[src/rtl/countdown_timer_ctrl.sv]
// Programmable down-counting timer: valid/ready config, prescaler, start/stop/pause, one-shot or periodic.
// Config is accepted only in IDLE/DONE; done is a registered one-cycle pulse on the edge after expiry.
module countdown_timer_ctrl #(
    parameter int WIDTH      = 4,
    parameter int PRESCALE_W = 4
) (
    input  logic                  clk,
    input  logic                  reset,
    input  logic                  cfg_valid,
    output logic                  cfg_ready,
    input  logic [WIDTH-1:0]      cfg_load,
    input  logic [PRESCALE_W-1:0] cfg_prescale,
    input  logic                  cfg_reload,
    input  logic                  start,
    input  logic                  stop,
    input  logic                  pause,
    output logic [WIDTH-1:0]      count,
    output logic                  busy,
    output logic                  done,
    output logic [1:0]            state
);

    localparam logic [1:0] S_IDLE   = 2'd0;
    localparam logic [1:0] S_RUN    = 2'd1;
    localparam logic [1:0] S_PAUSED = 2'd2;
    localparam logic [1:0] S_DONE   = 2'd3;

    localparam logic [WIDTH-1:0]      CNT_ONE  = 1;
    localparam logic [WIDTH-1:0]      CNT_ZERO = '0;
    localparam logic [PRESCALE_W-1:0] PS_ONE   = 1;
    localparam logic [PRESCALE_W-1:0] PS_ZERO  = '0;

    logic [1:0]            r_state;
    logic [WIDTH-1:0]      r_count;
    logic                  r_done;
    logic [WIDTH-1:0]      r_load;
    logic [PRESCALE_W-1:0] r_presc;
    logic                  r_reload;
    logic [PRESCALE_W-1:0] r_pcnt;

    logic                  w_cfg_ready;
    logic                  w_cfg_xfer;
    logic                  w_tick;
    logic                  w_expire;
    logic [1:0]            w_state_nxt;
    logic [WIDTH-1:0]      w_count_nxt;
    logic                  w_done_nxt;
    logic [WIDTH-1:0]      w_load_nxt;
    logic [PRESCALE_W-1:0] w_presc_nxt;
    logic                  w_reload_nxt;
    logic [PRESCALE_W-1:0] w_pcnt_nxt;

    assign w_cfg_ready = (r_state == S_IDLE) || (r_state == S_DONE);
    assign w_cfg_xfer  = cfg_valid && w_cfg_ready;
    // stop and pause both suppress the tick, so a pause on the terminal prescale cycle loses no count
    assign w_tick      = (r_state == S_RUN) && (r_pcnt == r_presc) && !stop && !pause;
    assign w_expire    = w_tick && (r_count == CNT_ZERO);

    always_comb begin
        w_state_nxt  = r_state;
        w_count_nxt  = r_count;
        w_done_nxt   = 1'b0;
        w_load_nxt   = r_load;
        w_presc_nxt  = r_presc;
        w_reload_nxt = r_reload;
        w_pcnt_nxt   = r_pcnt;

        if (stop) begin
            w_state_nxt = S_IDLE;
            w_count_nxt = r_load;
            w_pcnt_nxt  = PS_ZERO;
        end else if (w_cfg_xfer) begin
            w_load_nxt   = cfg_load;
            w_presc_nxt  = cfg_prescale;
            w_reload_nxt = cfg_reload;
            w_count_nxt  = cfg_load;
            w_pcnt_nxt   = PS_ZERO;
            w_state_nxt  = S_IDLE;
        end else begin
            case (r_state)
                S_IDLE, S_DONE: begin
                    if (start) begin
                        w_state_nxt = S_RUN;
                        w_count_nxt = r_load;
                        w_pcnt_nxt  = PS_ZERO;
                    end
                end
                S_PAUSED: begin
                    if (start) begin
                        w_state_nxt = S_RUN;
                    end
                end
                S_RUN: begin
                    if (pause) begin
                        w_state_nxt = S_PAUSED;
                    end else if (w_expire) begin
                        w_pcnt_nxt = PS_ZERO;
                        w_done_nxt = 1'b1;
                        if (r_reload) begin
                            w_count_nxt = r_load;
                        end else begin
                            w_state_nxt = S_DONE;
                        end
                    end else if (w_tick) begin
                        w_pcnt_nxt  = PS_ZERO;
                        w_count_nxt = r_count - CNT_ONE;
                    end else begin
                        w_pcnt_nxt = r_pcnt + PS_ONE;
                    end
                end
                default: begin
                    w_state_nxt = S_IDLE;
                end
            endcase
        end
    end

    always_ff @(posedge clk) begin
        if (!reset) begin
            r_state  <= S_IDLE;
            r_count  <= CNT_ZERO;
            r_done   <= 1'b0;
            r_load   <= CNT_ZERO;
            r_presc  <= PS_ZERO;
            r_reload <= 1'b0;
            r_pcnt   <= PS_ZERO;
        end else begin
            r_state  <= w_state_nxt;
            r_count  <= w_count_nxt;
            r_done   <= w_done_nxt;
            r_load   <= w_load_nxt;
            r_presc  <= w_presc_nxt;
            r_reload <= w_reload_nxt;
            r_pcnt   <= w_pcnt_nxt;
        end
    end

    assign cfg_ready = w_cfg_ready;
    assign count     = r_count;
    assign done      = r_done;
    assign state     = r_state;
    assign busy      = (r_state == S_RUN) || (r_state == S_PAUSED);

endmodule

[config.mk]
export PLATFORM = sky130hd
export DESIGN_NAME = countdown_timer_ctrl
export DESIGN_NICKNAME = d
export VERILOG_FILES = /design/src/rtl/countdown_timer_ctrl.sv
export SDC_FILE = /design/constraint.sdc
export NUM_CORES = 1
export LEC_CHECK = 0
export ABC_CLOCK_PERIOD_IN_PS = 3200
export CAP_MARGIN = 20
export CORE_MARGIN = 5
export CORE_UTILIZATION = 65
export CTS_CLUSTER_SIZE = 28
export DETAILED_ROUTE_END_ITERATION = 12
export DONT_BUFFER_PORTS = 1
export PLACE_DENSITY = 0.81
export SYNTH_ARGS = -nofsm -noshare
export SYNTH_HDL_FRONTEND = slang
export SYNTH_SLANG_ARGS = --single-unit
[constraint.sdc]
create_clock -name clk -period 3.2 [get_ports clk]
set_clock_uncertainty 0.2 [all_clocks]
set_input_delay 0.32 -clock clk [delete_from_list [all_inputs] [get_ports clk]]
set_output_delay 0.32 -clock clk [all_outputs]
set_load 0.03 [all_outputs]
======== Yosys cells after proc, flatten, opt, wreduce, memory -nomap -nowiden ========
Index checks and enable logic that the tools add are counted.
word-level totals
  word-level logic and storage cells ...... 65
  register bits ........................... 20
  input port bits ......................... 15
cells by class
  muxes and demuxes ....................... 19
  bitwise gates (word level) .............. 3
  add/subtract/negate cells ............... 2
  reduce and logical (&&, ||, !) cells .... 21
  equal/unequal tests ..................... 13
operator list
  kind                                              number
  two-way mux 4 bit                                 11
  one-hot mux 4 bit (2 select lines)                2
  != test 5 bit, second input constant              2
  two-way mux 2 bit                                 4
  != test 4 bit, second input constant              2
  != test 3 bit, second input constant              2
  AND reduction 3 bit                               2
  OR reduction 3 bit                                2
  logical AND 1 bit                                 5
  AND reduction 5 bit                               1
  OR reduction 5 bit                                1
  adder 4 x 1 -> 4 bit, second input constant       1
  == test 2 bit, second input constant              2
  == test 4 bit                                     1
  zero test 4 bit                                   1
  != test 2 bit, second input constant              2
  one-hot mux 2 bit (2 select lines)                1
  nonzero test 4 bit                                1
  subtractor 4 x 1 -> 4 bit, second input constant  1
  inverter 1 bit                                    3
  == test 2 x 1 -> 1 bit, second input constant     1
  zero test 1 bit                                   2
  zero test 2 bit                                   1
  logical OR 1 bit                                  2
  5 further kinds                                   5

======== Depth between registers and ports, before layout ========
  depth in word-level cells ............... 10
  mapped depth ............................ 8

======== Worst setup path before layout ========
OpenSTA, ideal clock, no wires.
  path type ............................... flip-flop to flip-flop
  start ................................... reg r_state[0], in the netlist state[0]
  end ..................................... reg r_count[3], in the netlist count[3]
  arrival ................................. 2.293 ns
  stages on the path, launching flop included .. 8
  data required time ...................... 2.914 ns
  setup slack ............................. 0.622 ns
  period minus slack after synthesis ...... 2.578 ns
  path buffers ............................ 0
  path through ............................ dfxtp_1 -> inv_1 -> ha_1 -> or3b_1 -> a21oi_2 -> a21oi_1 -> or2_1 -> a211oi_1
between the ends
  elaborated cells between the ends (all ways) .. 21
RTL lines
  what                                                                       RTL line  source
  start: declaration                                                         33        logic [1:0] r_state;
  start signal: assignment                                                   128       r_state <= w_state_nxt;
  == test 2 bit or zero test 2 bit (tied branches)                           53        assign w_cfg_ready = (r_state == S_IDLE) || (r_state == S_DONE);
  logical OR 1 bit *                                                         53
  named net cfg_ready                                                        10        output logic cfg_ready,
  logical AND 1 bit *                                                        54        assign w_cfg_xfer = cfg_valid && w_cfg_ready;
  != test 5 bit (no source line) (tied with other cells)                     n/a
  AND reduction 5 bit (no source line) or two-way mux 4 bit (tied branches)  n/a
  end signal: assignment                                                     129       r_count <= w_count_nxt;
  end: declaration                                                           34        logic [WIDTH-1:0] r_count;
Mark *: on every way through the listed nets, which the timed path passes. The rest lies on a longest branch. The select of a mux whose other input is x is not followed.
A chain may end at the register's enable or synchronous reset.

======== Final worst setup path ========
  start ................................... reg r_state[0], in the netlist state[0]
  end ..................................... reg r_count[3], in the netlist count[3]
between the ends
  cells in the longest elaborated chain, start to end .. 10
  elaborated cells between the ends (all ways) .. 21
RTL lines
  what                                RTL line  source
  == test 2 x 1 -> 1 bit              56, 80
  logical AND 1 bit (3 in series)     56        assign w_tick = (r_state == S_RUN) && (r_pcnt == r_presc) && !stop && !pause;
  logical AND 1 bit                   57        assign w_expire = w_tick && (r_count == CNT_ZERO);
  two-way mux 4 bit                   96        end else if (w_expire) begin
  two-way mux 4 bit                   94        if (pause) begin
  one-hot mux 4 bit (2 select lines)  80        case (r_state)
  two-way mux 4 bit                   72        end else if (w_cfg_xfer) begin
  two-way mux 4 bit                   68        if (stop) begin
Parallel ways exist; a longest one is shown, timed or not. The select of a mux whose other input is x is not followed.

==> key figures <==
Status
  – Status: finished clean

Power and ir drop
  – Clock power share: 0.244
  – Maximum VDD drop: 0.3207 mV
  – Combinational cell fraction of total power: 0.199
  – Sw frac: 0.3051
  – Cell internal pwr: between 300 and 400 µW
  – Leakage power: between 0.0004 and 0.0005 µW
  – Pwr per Cell Area: 384.6 mW/mm²
  – Flop pwr share: 0.557
  – Net Switching: 152.2 µW

Timing
  – Min Tclk post-route: 2.499 ns
  – Pins over their slew limit: 0
  – Crit share post-route: 0.7809
  – RSZ-0062 raised after global routing: false
  – Fin Setup TNS: 0 ns
  – Max_slew headroom: 0.6331
  – Final setup vio count: 0
  – Final Hold Violating Endpoints: 0
  – Fmax: 0.4002 GHz
  – Worst Tran Pin Value: 0.5483 ns

Worst setup path
  – Critical-path top delay cell: dfxtp_1
  – Number of cells on the critical path: 7
  – CP Data Required Time: 3.23 ns
  – Crit path max-delay family: simple AND/OR/NAND/NOR gates
  – Reg2Reg Launch Point: state[0]
  – Critical path cell sequence: inv_1, ha_1, or3b_1, a21oi_2, a21oi_1, or2_1, a211oi_1
  – Worst setup SP type: flip-flop
  – FF-to-FF path depth: 7
  – Arr. time, crit path: 2.53 ns
  – R2R setup slack: 0.70 ns
  – Worst path bufs/invs: 1
  – Reg2reg end: count[3]
  – Worst Setup SP: state[0]
  – Critical Path Max Stage Delay: 0.57 ns
  – Worst setup endpoint: count[3]
  – Crit. End Element: flip-flop
  – Critical path class: reg2reg
  – CP max FO: 4

Job
  – Max Cap Viol: 0

Clock network
  – CTS Buf Count: 3
  – H-tree depth: 1
  – Reg clk slew, reported paths: about 0.11 ns
  – Number of clock sinks: 20
  – Setup bufs post-CTS: 0
  – CTS Buffer Depth: 2
  – Worst-Skew Late Latency: 0.30 ns
  – CTS tree: built
  – CTS resizes: 0
  – CTS root buffer: clkbuf_4

Min path
  – Hold depth: 2
  – Hold Crit Class: in2reg

Synthesis
  – Ys flop type: dfxtp_1
  – Async SR Flop Fraction: 0
  – Mux cell area share after synthesis: 0.009772
  – Synth Area in Adders: 0.04343
  – Top post-synthesis cells by area: dfxtp_1, nand2_1, a21boi_0
  – Post-synth EDFFs: 0
  – YS warnings: 0
  – Syn Inst Count: 142
  – Mean Syn Cell Area: 8.115 µm²
  – Largest family of logic cells by synthesized area: simple AND/OR/NAND/NOR gates
  – Post-synthesis simple-gate area fraction: 0.2573
  – Flops & latches, synth: 20
  – Post-synth top area cell: dfxtp_1
  – Mapped Area: 0.001152 mm²
  – Register area share after synthesis: 0.3474
  – Post-synthesis compound-gate area fraction: 0.2552
  – Cell variety after synth: 43
  – Mapped Nets: 161
  – Yosys top cell area share: 0.3474
  – Post-Synth XOR/XNOR Area: 0.03800

Layout
  – Share of cells above drive strength 1: 0.07895
  – Layout overhead on the synthesized area: 12.59%
  – Filler cell count: 128
  – Finished Core Util: 0.7597
  – Multi-input combinational cell area: 695.7 µm²
  – Layout Nets: 173
  – ANT cells: 0
  – Register Area: 400.4 µm²

Detailed routing
  – Vias: 1076
  – Drt drc: 0
  – Post-Route WL: 2786 µm
  – DR iter-0 viols: 63
  – ANT nets after route: 0
  – First-pass iteration count of the detailed router: 4
  – WL/cell: 15.74 µm
  – Via/cell ratio: 6.079

GRT
  – Global-route wire length before repair: approximately 4800 µm
  – Vias in the first global route: approximately 1000
  – Initial antenna violation count: 0
  – Largest net degree at the start of global routing: 16
  – GRT overflow: 0
  – Gr usage total: 0.2324

Floorplanning
  – Top Ports: 24
  – Placement row count: 15
  – Initial core utilization: 0.6747
  – Die ar.: about 0.0027 mm²
  – Core ar.: 0.001708 mm²
  – Die Wd: 52.11 µm
  – Die height: 52.11 µm

Placement
  – Routability cong.: 0.8852
  – Port bufs: 0
  – DP HPWL: 1935 µm
## synth_stat cells (2+ instances only)
cell,n
a21boi_0,9
a21oi_1,9
a31oi_1,3
clkbuf_1,4
dfxtp_1,20
ha_1,4
inv_1,8
nand2_1,30
nand3_1,5
nand4_1,2
nor2_1,7
nor3_1,3
o211ai_1,2
o32ai_1,2
or2_2,2
or3_1,2
xnor2_1,3
xor2_1,2
## power by group through the flow
stage | registers (µW) | clock network, µW | logic [µW]
finish | 278 | 122 | 99.5
detailed placement | 284 | 0 | 83.0
global placement | 283 | 0 | 80.8
global route | 280 | 135 | 110
CTS | 278 | 124 | 96.8
floorplan | 281 | 0 | 74.4
## kinds of logic after synthesis
logic type | Yosys count
adder cells (fa/ha/maj) | 4
XOR/XNOR | 5
flip-flops | 20
multiplexers | 1
AO/OA/AOI/OAI | 40
AND/OR/NAND/NOR | 59
buffers and inverters | 13
## worst min-delay path by stage
stage,start,to
detailed placement,pause,done
global placement,pause,done
finish,start,state[1]
global route,start,state[1]
CTS,start,state[1]
floorplan,pause,done
## sequential cells by signal (all words and copies together) (netlist names)
| signal | flops |
|---|---|
| state | 2 |
| r_presc | 4 |
| r_reload | 1 |
| r_load | 4 |
| done | 1 |
| r_pcnt | 4 |
| count | 4 |
## cell usage in the layout, fill, tap and decap left out, types with 2 or more instances in the layout
| cell type | count |
|---|---|
| nand2_1 | 30 |
| dfxtp_1 | 20 |
| dlygate4sd3_1 | 11 |
| a21oi_1 | 9 |
| a21boi_0 | 9 |
| inv_1 | 8 |
| nor2_1 | 7 |
| nand3_1 | 5 |
| ha_1 | 4 |
| xnor2_1 | 3 |
| a31oi_1 | 3 |
| nor3_1 | 3 |
| clkbuf_4 | 3 |
| xor2_1 | 2 |
| or3_1 | 2 |
| o211ai_1 | 2 |
| nand4_1 | 2 |
| or2_2 | 2 |
| o32ai_1 | 2 |
## metal layers
layer | vias up | part of all wire | global-route usage
li1 | 531 | - | -
met1 | 485 | 0.41 | 0.2875
met2 | 52 | 0.50 | 0.3954
met3 | 8 | 0.073 | 0.05444
met4 | 0 | 0.018 | 0.06987
met5 | - | 0 | 0
## per-stage QoR
step | total power [µW] | setup WS [ns] | hold WS, ns | cells | instance area (µm²)
2_1_floorplan | 355.2 | 0.6220 | 0.1966 | 142 | 1152
3_3_place_gp | 363.7 | 0.8071 | 0.2010 | 163 | 1165
3_5_place_dp | 366.6 | 0.7372 | 0.2040 | 163 | 1165
4_1_cts | 498.6 | 0.7041 | 0.01912 | 177 | 1297
5_1_grt | 524.3 | 0.5406 | 0.01668 | 177 | 1297
6_report | 499.0 | 0.7010 | 0.03878 | 177 | 1297
## worst reg2reg max path, delay by kind of cell, from the launching register on
kind	cells	cell delay, ns
AOI/OAI and AO/OA	3	0.54
adders and majority gates	1	0.35
DFF	1	0.57
buffers and inverters	1	0.08
and+or+nand+nor	2	0.69
## final cells by class
type / instances / area share
multi-input combinational: 109 / 0.5362
sequential: 20 / 0.3086
timing repair buffer: 12 / 0.09065
tap: 25 / 0.02411
inverter: 8 / 0.02314
clock buffer: 3 / 0.01736
## timing repair
| action | CTS | global route |
|---|---|---|
| setup endpoints to repair | 0 | 0 |
| endpoints found under the hold margin | 16 | 0 |
| hold buffers | 11 | 0 |
Power figures use the tool's default switching activity.
